[config.mk]
export PLATFORM = sky130hd
export DESIGN_NAME = cas_key_loader_flat
export DESIGN_NICKNAME = d
export VERILOG_FILES = /design/src/rtl/cas_key_loader_if.sv /design/src/rtl/cas_key_loader.sv /design/src/flat_wrapper.sv
export SDC_FILE = /design/constraint.sdc
export NUM_CORES = 1
export LEC_CHECK = 0
export ABC_AREA = 1
export BUFFER_PORTS_ARGS = -buffer_cell sky130_fd_sc_hd__buf_2
export CAP_MARGIN = 40
export CELL_PAD_IN_SITES_DETAIL_PLACEMENT = 2
export CELL_PAD_IN_SITES_GLOBAL_PLACEMENT = 2
export CORE_MARGIN = 5
export CORE_UTILIZATION = 35
export CTS_CLUSTER_DIAMETER = 40
export CTS_CLUSTER_SIZE = 40
export DETAILED_ROUTE_END_ITERATION = 12
export PLACE_DENSITY_LB_ADDON = 0.12
export SYNTH_ARGS = -nofsm -noshare
export SYNTH_HDL_FRONTEND = slang
export SYNTH_SLANG_ARGS = --single-unit
[constraint.sdc]
create_clock -name clk -period 2.5 [get_ports clk]
set_input_delay 0.5 -clock clk [delete_from_list [all_inputs] [get_ports clk]]
set_output_delay 0.5 -clock clk [all_outputs]
set_load 0.01 [all_outputs]
[src/rtl/cas_key_loader_if.sv]
`default_nettype none
// ============================================================================
// Module      : cas_key_loader_if
// Description : Control and key bus between a key source and cas_key_loader.
//               master : key source (drives load/clear/serial bits,
//                        observes key_word and status)
//               slave  : cas_key_loader
//               Signals: load_start, key_clear, key_bit_in, key_bit_valid
//                        (to loader); key_word[KEY_WIDTH], key_ready, busy,
//                        err (from loader).
// Revision    : 1.0 - initial release
// ============================================================================
interface cas_key_loader_if #(
   parameter int KEY_WIDTH = 64
);
   logic                 load_start;
   logic                 key_clear;
   logic                 key_bit_in;
   logic                 key_bit_valid;
   logic [KEY_WIDTH-1:0] key_word;
   logic                 key_ready;
   logic                 busy;
   logic                 err;

   modport master (
      output load_start, key_clear, key_bit_in, key_bit_valid,
      input  key_word, key_ready, busy, err
   );

   modport slave (
      input  load_start, key_clear, key_bit_in, key_bit_valid,
      output key_word, key_ready, busy, err
   );
endinterface
`default_nettype wire

[src/rtl/cas_key_loader.sv]
`default_nettype none
// ============================================================================
// Module      : cas_key_loader
// Description : Serial key loader for a CAS-locked core. Key bits arrive
//               LSB first into a shadow register; only a complete, checked
//               key is ever presented on key_word (all zeros otherwise).
//               Ports : clk, rst (synchronous, active-high)
//                       kif (cas_key_loader_if.slave):
//                         load_start, key_clear, key_bit_in, key_bit_valid in
//                         key_word[KEY_WIDTH], key_ready, busy, err out
//               Option: define CAS_KEY_PARITY_EN to accept one extra even
//                       parity bit after the key and reject bad parity.
// Revision    : 1.0 - initial release
// ============================================================================
module cas_key_loader #(
   parameter int KEY_WIDTH      = 64,
   parameter int TIMEOUT_CYCLES = 255
) (
   input  wire logic         clk,
   input  wire logic         rst,
   cas_key_loader_if.slave   kif
);

`ifdef CAS_KEY_PARITY_EN
   localparam int PAR_BITS = 1;
`else
   localparam int PAR_BITS = 0;
`endif
   localparam int             SHADOW_W = KEY_WIDTH + PAR_BITS;
   localparam logic [6:0]     LAST_IDX = 7'(SHADOW_W - 1);
   localparam logic [8:0]     TO_LIMIT = 9'(TIMEOUT_CYCLES);

   typedef enum logic [2:0] {
      IDLE  = 3'd0,
      SHIFT = 3'd1,
      CHECK = 3'd2,
      ARMED = 3'd3,
      ERROR = 3'd4
   } state_t;

   state_t                state_q,    state_d;
   logic [6:0]            count_q,    count_d;
   logic [7:0]            timeout_q,  timeout_d;
   logic [SHADOW_W-1:0]   shadow_q,   shadow_d;
   logic [KEY_WIDTH-1:0]  key_word_q, key_word_d;

   always_ff @(posedge clk) begin
      if (rst) begin
         state_q    <= IDLE;
         count_q    <= '0;
         timeout_q  <= '0;
         shadow_q   <= '0;
         key_word_q <= '0;
      end else begin
         state_q    <= state_d;
         count_q    <= count_d;
         timeout_q  <= timeout_d;
         shadow_q   <= shadow_d;
         key_word_q <= key_word_d;
      end
   end

   always_comb begin
      state_d    = state_q;
      count_d    = count_q;
      timeout_d  = timeout_q;
      shadow_d   = shadow_q;
      key_word_d = '0;

      case (state_q)
         SHIFT: begin
            if (kif.key_bit_valid) begin
               for (int i = 0; i < SHADOW_W; i++) begin
                  if (count_q == 7'(i)) begin
                     shadow_d[i] = kif.key_bit_in;
                  end
               end
               count_d   = count_q + 7'd1;
               timeout_d = '0;
               if (count_q == LAST_IDX) begin
                  state_d = CHECK;
               end
            end else begin
               timeout_d = timeout_q + 8'd1;
               if (({1'b0, timeout_q} + 9'd1) >= TO_LIMIT) begin
                  state_d = ERROR;
               end
            end
         end
         CHECK: begin
`ifdef CAS_KEY_PARITY_EN
            // Even parity: key bits plus parity bit must XOR to zero.
            state_d = (^shadow_q) ? ERROR : ARMED;
`else
            state_d = ARMED;
`endif
         end
         default: ;  // IDLE, ARMED, ERROR wait for load_start / key_clear
      endcase

      // load_start restarts loading from every state.
      if (kif.load_start) begin
         state_d   = SHIFT;
         count_d   = '0;
         timeout_d = '0;
         shadow_d  = '0;
      end

      // key_clear overrides a simultaneous load_start.
      if (kif.key_clear) begin
         state_d   = IDLE;
         count_d   = '0;
         timeout_d = '0;
         shadow_d  = '0;
      end

      // key_word is non-zero only while ARMED: captured from the shadow
      // register on entry, then held.
      if (state_d == ARMED) begin
         key_word_d = (state_q == ARMED) ? key_word_q
                                         : shadow_q[KEY_WIDTH-1:0];
      end
   end

   assign kif.key_word  = key_word_q;
   assign kif.key_ready = (state_q == ARMED);
   assign kif.busy      = (state_q == SHIFT) || (state_q == CHECK);
   assign kif.err       = (state_q == ERROR);

endmodule
`default_nettype wire

[src/flat_wrapper.sv]
// flat-port wrapper written by rule: the top's interface ports become plain ports
module cas_key_loader_flat 
#(
   parameter int KEY_WIDTH      = 64,
   parameter int TIMEOUT_CYCLES = 255
)
  (clk, rst, kif_load_start, kif_key_clear, kif_key_bit_in, kif_key_bit_valid, kif_key_word, kif_key_ready, kif_busy, kif_err);
  cas_key_loader_if #(.KEY_WIDTH(KEY_WIDTH)) kif_i ();
  input  wire logic clk;
  input  wire logic rst;
  input wire logic [$bits(kif_i.load_start)-1:0] kif_load_start;
  input wire logic [$bits(kif_i.key_clear)-1:0] kif_key_clear;
  input wire logic [$bits(kif_i.key_bit_in)-1:0] kif_key_bit_in;
  input wire logic [$bits(kif_i.key_bit_valid)-1:0] kif_key_bit_valid;
  output wire logic [$bits(kif_i.key_word)-1:0] kif_key_word;
  output wire logic [$bits(kif_i.key_ready)-1:0] kif_key_ready;
  output wire logic [$bits(kif_i.busy)-1:0] kif_busy;
  output wire logic [$bits(kif_i.err)-1:0] kif_err;
  assign kif_i.load_start = kif_load_start;
  assign kif_i.key_clear = kif_key_clear;
  assign kif_i.key_bit_in = kif_key_bit_in;
  assign kif_i.key_bit_valid = kif_key_bit_valid;
  assign kif_key_word = kif_i.key_word;
  assign kif_key_ready = kif_i.key_ready;
  assign kif_busy = kif_i.busy;
  assign kif_err = kif_i.err;
  cas_key_loader #(.KEY_WIDTH(KEY_WIDTH), .TIMEOUT_CYCLES(TIMEOUT_CYCLES)) u_core (.clk(clk), .rst(rst), .kif(kif_i));
endmodule
# [Yosys cells after proc, flatten, opt, wreduce, memory -nomap -nowiden]
# Index checks and enable logic that the tools add are counted.
[totals] register_bits=146 in_bits=6 output_inout_bits=67 wordCells=217
[op_classes] addsub=3 n_lt_le_gt_ge=1 n_eq_ne=68 mux=7 n_bitwise=1 reduce_logical=69
[ops] cell="$eq 7x6->1 const B" n=32
[ops] cell="$reduce_and 3->1" n=64
[ops] cell="$eq 7x5->1 const B" n=16
[ops] cell="$eq 7x4->1 const B" n=8
[ops] cell="$eq 7x3->1 const B" n=4
[ops] cell="$mux 3" n=5
[ops] cell="$eq 7x2->1 const B" n=2
[ops] cell="$add 8x1->9 const B" n=1
[ops] cell="$eq 3x2->1 const B" n=3
[ops] cell="$ge 9x8->1 const B" n=1
[ops] cell="$add 8x1->8 const B" n=1
[ops] cell="$mux 8" n=1
[ops] cell="$add 7x1->7 const B" n=1
[ops] cell="$eq 7x1->1 const B" n=1
[ops] cell="$logic_not 7->1" n=1
[ops] cell="$pmux 3 s2" n=1
[ops] cell="$eq 3x1->1 const B" n=1
[ops] cell="$eq 3x3->1 const B" n=1
[ops] cell="$reduce_or 3->1" n=1
[ops] cell="$reduce_and 2->1" n=1
[ops] cell="$reduce_or 2->1" n=1
[ops] cell="$logic_or 1x1->1" n=1
[ops] cell="$not 1->1" n=1

# [Logic depth before layout (Yosys ltp)]
[depth] word_depth=10 ltp_mapped=15 mapped_depth_nobuf=14

# [Least setup slack after synthesis]
# Ideal clock, no wire load.
[synth_path] path_kind="reg2reg" start="reg u_core.timeout_q[0]" end="reg u_core.key_word_q[10], in the netlist u_core.kif.key_word[10]" setup_ns=0.122 t_arrival_ns=1.836 t_required_ns=2.378 path_slack_ns=0.542 stages_incl_launch_ff=12 n_path_buf=1 period_less_slack_ns=1.958 path_cell_list="dfxtp_1 -> inv_1 -> ha_1 -> o21bai_1 -> nand3_1 -> nor2_1 -> nand3_1 -> nand2_1 -> nand3_1 -> a21oi_4 -> clkbuf_8 -> nor3_2"
[synth_via] elab_chain_len=10
[synth_lines] item="start: declaration" line_no="cas_key_loader.sv:43" source="logic [7:0] timeout_q, timeout_d;"
[synth_lines] item="start signal: assignment" line_no="cas_key_loader.sv:57" source="timeout_q <= timeout_d;"
[synth_lines] item="$add 8x1->9" line_no="cas_key_loader.sv:85" source="if (({1'b0, timeout_q} + 9'd1) >= TO_LIMIT) begin"
[synth_lines] item="$ge 9x8->1" line_no="cas_key_loader.sv:85"
[synth_lines] item="$mux 3" line_no="cas_key_loader.sv:85"
[synth_lines] item="$mux 3" line_no="cas_key_loader.sv:72" source="if (kif.key_bit_valid) begin"
[synth_lines] item="$pmux 3 s2" line_no="cas_key_loader.sv:70" source="case (state_q)"
[synth_lines] item="$mux 3" line_no="cas_key_loader.sv:102" source="if (kif.load_start) begin"
[synth_lines] item="$mux 3" line_no="cas_key_loader.sv:110" source="if (kif.key_clear) begin"
[synth_lines] item="$eq 3x2->1" line_no="cas_key_loader.sv:119" source="if (state_d == ARMED) begin"
[synth_lines] item="$not 1->1 (no line)"
[synth_lines] item="$reduce_or 2->1 (no line)"
[synth_lines] item="end signal: assignment" line_no="cas_key_loader.sv:59" source="key_word_q <= key_word_d;"
[synth_lines] item="end: declaration" line_no="cas_key_loader.sv:45" source="logic [KEY_WIDTH-1:0] key_word_q, key_word_d;"
# No other way between the ends.
# A chain may end at the register's enable or synchronous reset.

# [Worst setup path after layout]
[layout_path] start="reg u_core.timeout_q[0]" end="reg u_core.key_word_q[40], in the netlist u_core.kif.key_word[40]"
# The elaborated chain is that of the path after synthesis.

==> results.json <==
{
  "boundaryPins": 73,
  "timing.critical_path.slowest_stage_cell": "sky130_fd_sc_hd__dfxtp_1",
  "placed_instance_area_um2": 7080,
  "wl_per_cell_um": 18.5,
  "avgSynthCellArea_um2": 8.37,
  "postRouteWirelength_um": 19900,
  "outcome": "complete, no violations",
  "gate_power_share": 0.019,
  "power.share.sequential": 0.459,
  "path_clk_slew_ps": 60,
  "cts_max_level": 4,
  "critical_path.max_fanout": 34,
  "worst_hold_slack_ps": 267,
  "netlist_instances": 770,
  "internal-power_mw": 3.94,
  "synthesis.nets": 782,
  "gr-total-overflow": 0,
  "antenna_cells": 0,
  "maxCapViolCount": 0,
  "regToRegSetupSlack_ps": 270,
  "critPathMaxStageDelay_ps": 380,
  "synth_edf_count": 0,
  "max_slew.worst_pin.slew_ps": 502,
  "ys_types": 34,
  "crit_arrival_ps": 2540,
  "globalRouteTotalUtil": 0.189,
  "clk_sinks": 146,
  "post_cts_hold_buffer_count": 0,
  "fin_crit_ps": 2230,
  "critPathBufInv": 2,
  "first_global_vias": 6073,
  "postSynthRegisterBits": 146,
  "drt-initial-drc-count": 236,
  "critical-path-top-cell-by-count": "sky130_fd_sc_hd__nand3_1",
  "setup-violations-final": 0,
  "fmax_mhz": 448,
  "share_clk_of_total_power": 0.522,
  "post_cts_resized": 0,
  "power_leakage_nw": 3.18,
  "critical_path.cell_chain": "inv_1, ha_1, o21bai_1, nand3_1, nor2_1, nand3_1, nand2_1, nand3_1, a21oi_4, buf_12, nor3_1",
  "yosysSeqAreaShare": 0.453,
  "die_height_um": 146,
  "power_density_nw_per_um2": 661,
  "clock_latency_ps": 430,
  "floorplan.die_area_um2": 21200,
  "power.share.switching": 0.222,
  "antenna_violating_nets_post_route": 0,
  "drv_slew": 0,
  "rsz_0062_raised_after_global_routing": "false",
  "detailedRoute.firstPassIterationCount": 4,
  "placeableCoreArea_um2": 18000,
  "post_synthesis_cell_area_um2": 6450,
  "worst_clock_skew_ps": 6.73,
  "gpl.final_weighted_congestion": 0.801,
  "finalWorstSetupSlack_ps": 268,
  "syn2layout_area_growth_pct": 19.1,
  "drt-vias-per-instance": 5.16,
  "fillCellCount": 2062,
  "grt_start_max_net_pins": 59,
  "port_buffers": 72,
  "global_route_wire_length_before_repair_um": 32700,
  "synth.yosys.warnings": 0,
  "total_power_mw": 5.07,
  "initial_antenna_violation_count": 0,
  "async_reset_ff_frac": 0,
  "via_count": 5565,
  "tritoncts_buffers": 17,
  "setup.worst_path.end_class": "flop",
  "cts_tree": "done",
  "path_type_of_the_worst_setup_path": "flop to flop",
  "hold_viol_final": 0,
  "min_period_over_period": 0.893,
  "finish.instance_area_um2": 7680,
  "worst_path_dominant_cell_family": "simple AND/OR/NAND/NOR gates",
  "wp_data_required_ps": 2810,
  "ir_worst_vdd_mv": 0.519,
  "clk_path_buf_depth": 2,
  "setup.worst_path.start_class": "flop",
  "setup-tns-final_ps": 0,
  "clock-root-buffer": "sky130_fd_sc_hd__clkbuf_16",
  "p_sw_mw": 1.13,
  "placement.setup.worst_slack_ps": 281,
  "synth_ff_type": "sky130_fd_sc_hd__dfxtp_1",
  "slew_headroom": 0.665,
  "place_hpwl_um": 14000,
  "placement_rows": 49,
  "drive_above_1_share": 0.245,
  "finalNetCount": 850,
  "chipWidth_um": 146,
  "drc": 0,
  "postCtsSetupBuffers": 0,
  "start_util": 0.358,
  "worst_hold_check_path_type": "input pin to flop"
}
-- power by group through the flow --
stage | Clock, mW | Sequential [mW] | Combinational, mW
2_1_floorplan | 0 | 2.38 | 0.0584
3_3_place_gp | 0 | 2.38 | 0.0916
3_5_place_dp | 0 | 2.38 | 0.0952
4_1_cts | 2.70 | 2.33 | 0.0962
5_1_grt | 2.80 | 2.33 | 0.105
6_report | 2.65 | 2.33 | 0.0951
-- sequential cells by signal (all words and copies together), names as in the netlist --
name	flops
u_core.shadow_q	64
u_core.kif.key_word	64
u_core.state_q	3
u_core.timeout_q	8
u_core.count_q	7
-- layout by cell type, fill, tap and decap left out, types with 3 or more instances in the layout --
cell,synthesis,layout
sky130_fd_sc_hd__ha_1,6,6
sky130_fd_sc_hd__inv_1,91,91
sky130_fd_sc_hd__clkinv_4,0,3
sky130_fd_sc_hd__a21oi_1,39,39
sky130_fd_sc_hd__o21ai_0,110,110
sky130_fd_sc_hd__buf_12,0,5
sky130_fd_sc_hd__inv_2,6,6
sky130_fd_sc_hd__nand3_1,13,13
sky130_fd_sc_hd__buf_2,2,72
sky130_fd_sc_hd__o311a_1,18,18
sky130_fd_sc_hd__nor2_4,5,6
sky130_fd_sc_hd__dfxtp_1,146,146
sky130_fd_sc_hd__bufinv_16,0,3
sky130_fd_sc_hd__clkinvlp_4,0,3
sky130_fd_sc_hd__clkbuf_16,0,17
sky130_fd_sc_hd__nor2_1,28,27
sky130_fd_sc_hd__mux2i_1,14,14
sky130_fd_sc_hd__nand2_1,126,125
sky130_fd_sc_hd__nor3_1,9,9
sky130_fd_sc_hd__a31oi_1,21,21
sky130_fd_sc_hd__buf_4,0,20
sky130_fd_sc_hd__a311oi_1,11,11
sky130_fd_sc_hd__nor3_2,62,62
-- worst register-to-register path, stage by stage (launching register included) --
cell,delay (ps)
sky130_fd_sc_hd__dfxtp_1,380
sky130_fd_sc_hd__inv_1,110
sky130_fd_sc_hd__ha_1,320
sky130_fd_sc_hd__o21bai_1,130
sky130_fd_sc_hd__nand3_1,90
sky130_fd_sc_hd__nor2_1,110
sky130_fd_sc_hd__nand3_1,90
sky130_fd_sc_hd__nand2_1,100
sky130_fd_sc_hd__nand3_1,150
sky130_fd_sc_hd__a21oi_4,230
sky130_fd_sc_hd__buf_12,260
sky130_fd_sc_hd__nor3_1,130
-- cells in the mapped netlist, types with 4 or more instances --
master / n / area (um^2)
sky130_fd_sc_hd__dfxtp_1: 146 / 2920
sky130_fd_sc_hd__buf_6: 8 / 90.1
sky130_fd_sc_hd__clkbuf_1: 33 / 124
sky130_fd_sc_hd__a31oi_1: 21 / 131
sky130_fd_sc_hd__nand2_1: 126 / 473
sky130_fd_sc_hd__clkbuf_8: 4 / 55.1
sky130_fd_sc_hd__nor3_1: 9 / 45.0
sky130_fd_sc_hd__o21ai_0: 110 / 551
sky130_fd_sc_hd__inv_1: 91 / 342
sky130_fd_sc_hd__nor2_1: 28 / 105
sky130_fd_sc_hd__nor2_4: 5 / 56.3
sky130_fd_sc_hd__nor3_2: 62 / 621
sky130_fd_sc_hd__mux2i_1: 14 / 140
sky130_fd_sc_hd__o311a_1: 18 / 180
sky130_fd_sc_hd__nand3_1: 13 / 65.1
sky130_fd_sc_hd__a311oi_1: 11 / 96.3
sky130_fd_sc_hd__inv_2: 6 / 22.5
sky130_fd_sc_hd__ha_1: 6 / 75.1
sky130_fd_sc_hd__a21oi_1: 39 / 195
-- kinds of logic (layout without fill, tap and decap cells) --
kind of cell / after synthesis / in the layout / share of synthesized area
and+or+nand+nor: 250 / 250 / 0.222
muxes: 14 / 14 / 0.0217
buffers and inverters: 146 / 226 / 0.101
xor gates and xnor gates: 1 / 1 / 0.00136
DFF: 146 / 146 / 0.453
adders and majority gates: 6 / 6 / 0.0116
AOI/OAI and AO/OA: 207 / 207 / 0.189
-- layer usage --
metal | share of wire | global-route usage
met1 | 0.46 | 0.241
met2 | 0.50 | 0.327
met3 | 0.032 | 0.0377
met4 | 0.012 | 0.0522
met5 | 0 | 0
-- through the flow --
stage	cells	utilization
floorplan	770	-
global placement	1048	0.393
detailed placement	1048	0.393
CTS	1079	0.426
global route	1079	0.426
finish	1079	0.426
-- area by class of cell --
cell class | instances | area, um^2 | area share
sequential | 146 | 2920 | 0.381
multi-input combinational | 478 | 2890 | 0.376
timing repair buffer | 97 | 611 | 0.0795
clock buffer | 19 | 443 | 0.0577
inverter | 98 | 368 | 0.0479
tap | 229 | 287 | 0.0373
clock inverter | 12 | 158 | 0.0205
-- worst paths after layout --
| kind | cells after the start | startpoint | to |
|---|---|---|---|
| hold / removal | 2 | rst | u_core.state_q[0]$_SDFF_PP0_ |
| hold reg to reg | 2 | u_core.shadow_q[2]$_SDFFE_PP0P_ | u_core.shadow_q[2]$_SDFFE_PP0P_ |
| setup reg to reg | 11 | u_core.timeout_q[0]$_SDFFE_PP0N_ | u_core.kif.key_word[40]$_SDFFE_PP0N_ |
| setup / recovery | 11 | u_core.timeout_q[0]$_SDFFE_PP0N_ | u_core.kif.key_word[40]$_SDFFE_PP0N_ |
Power figures use the tool's default switching activity.
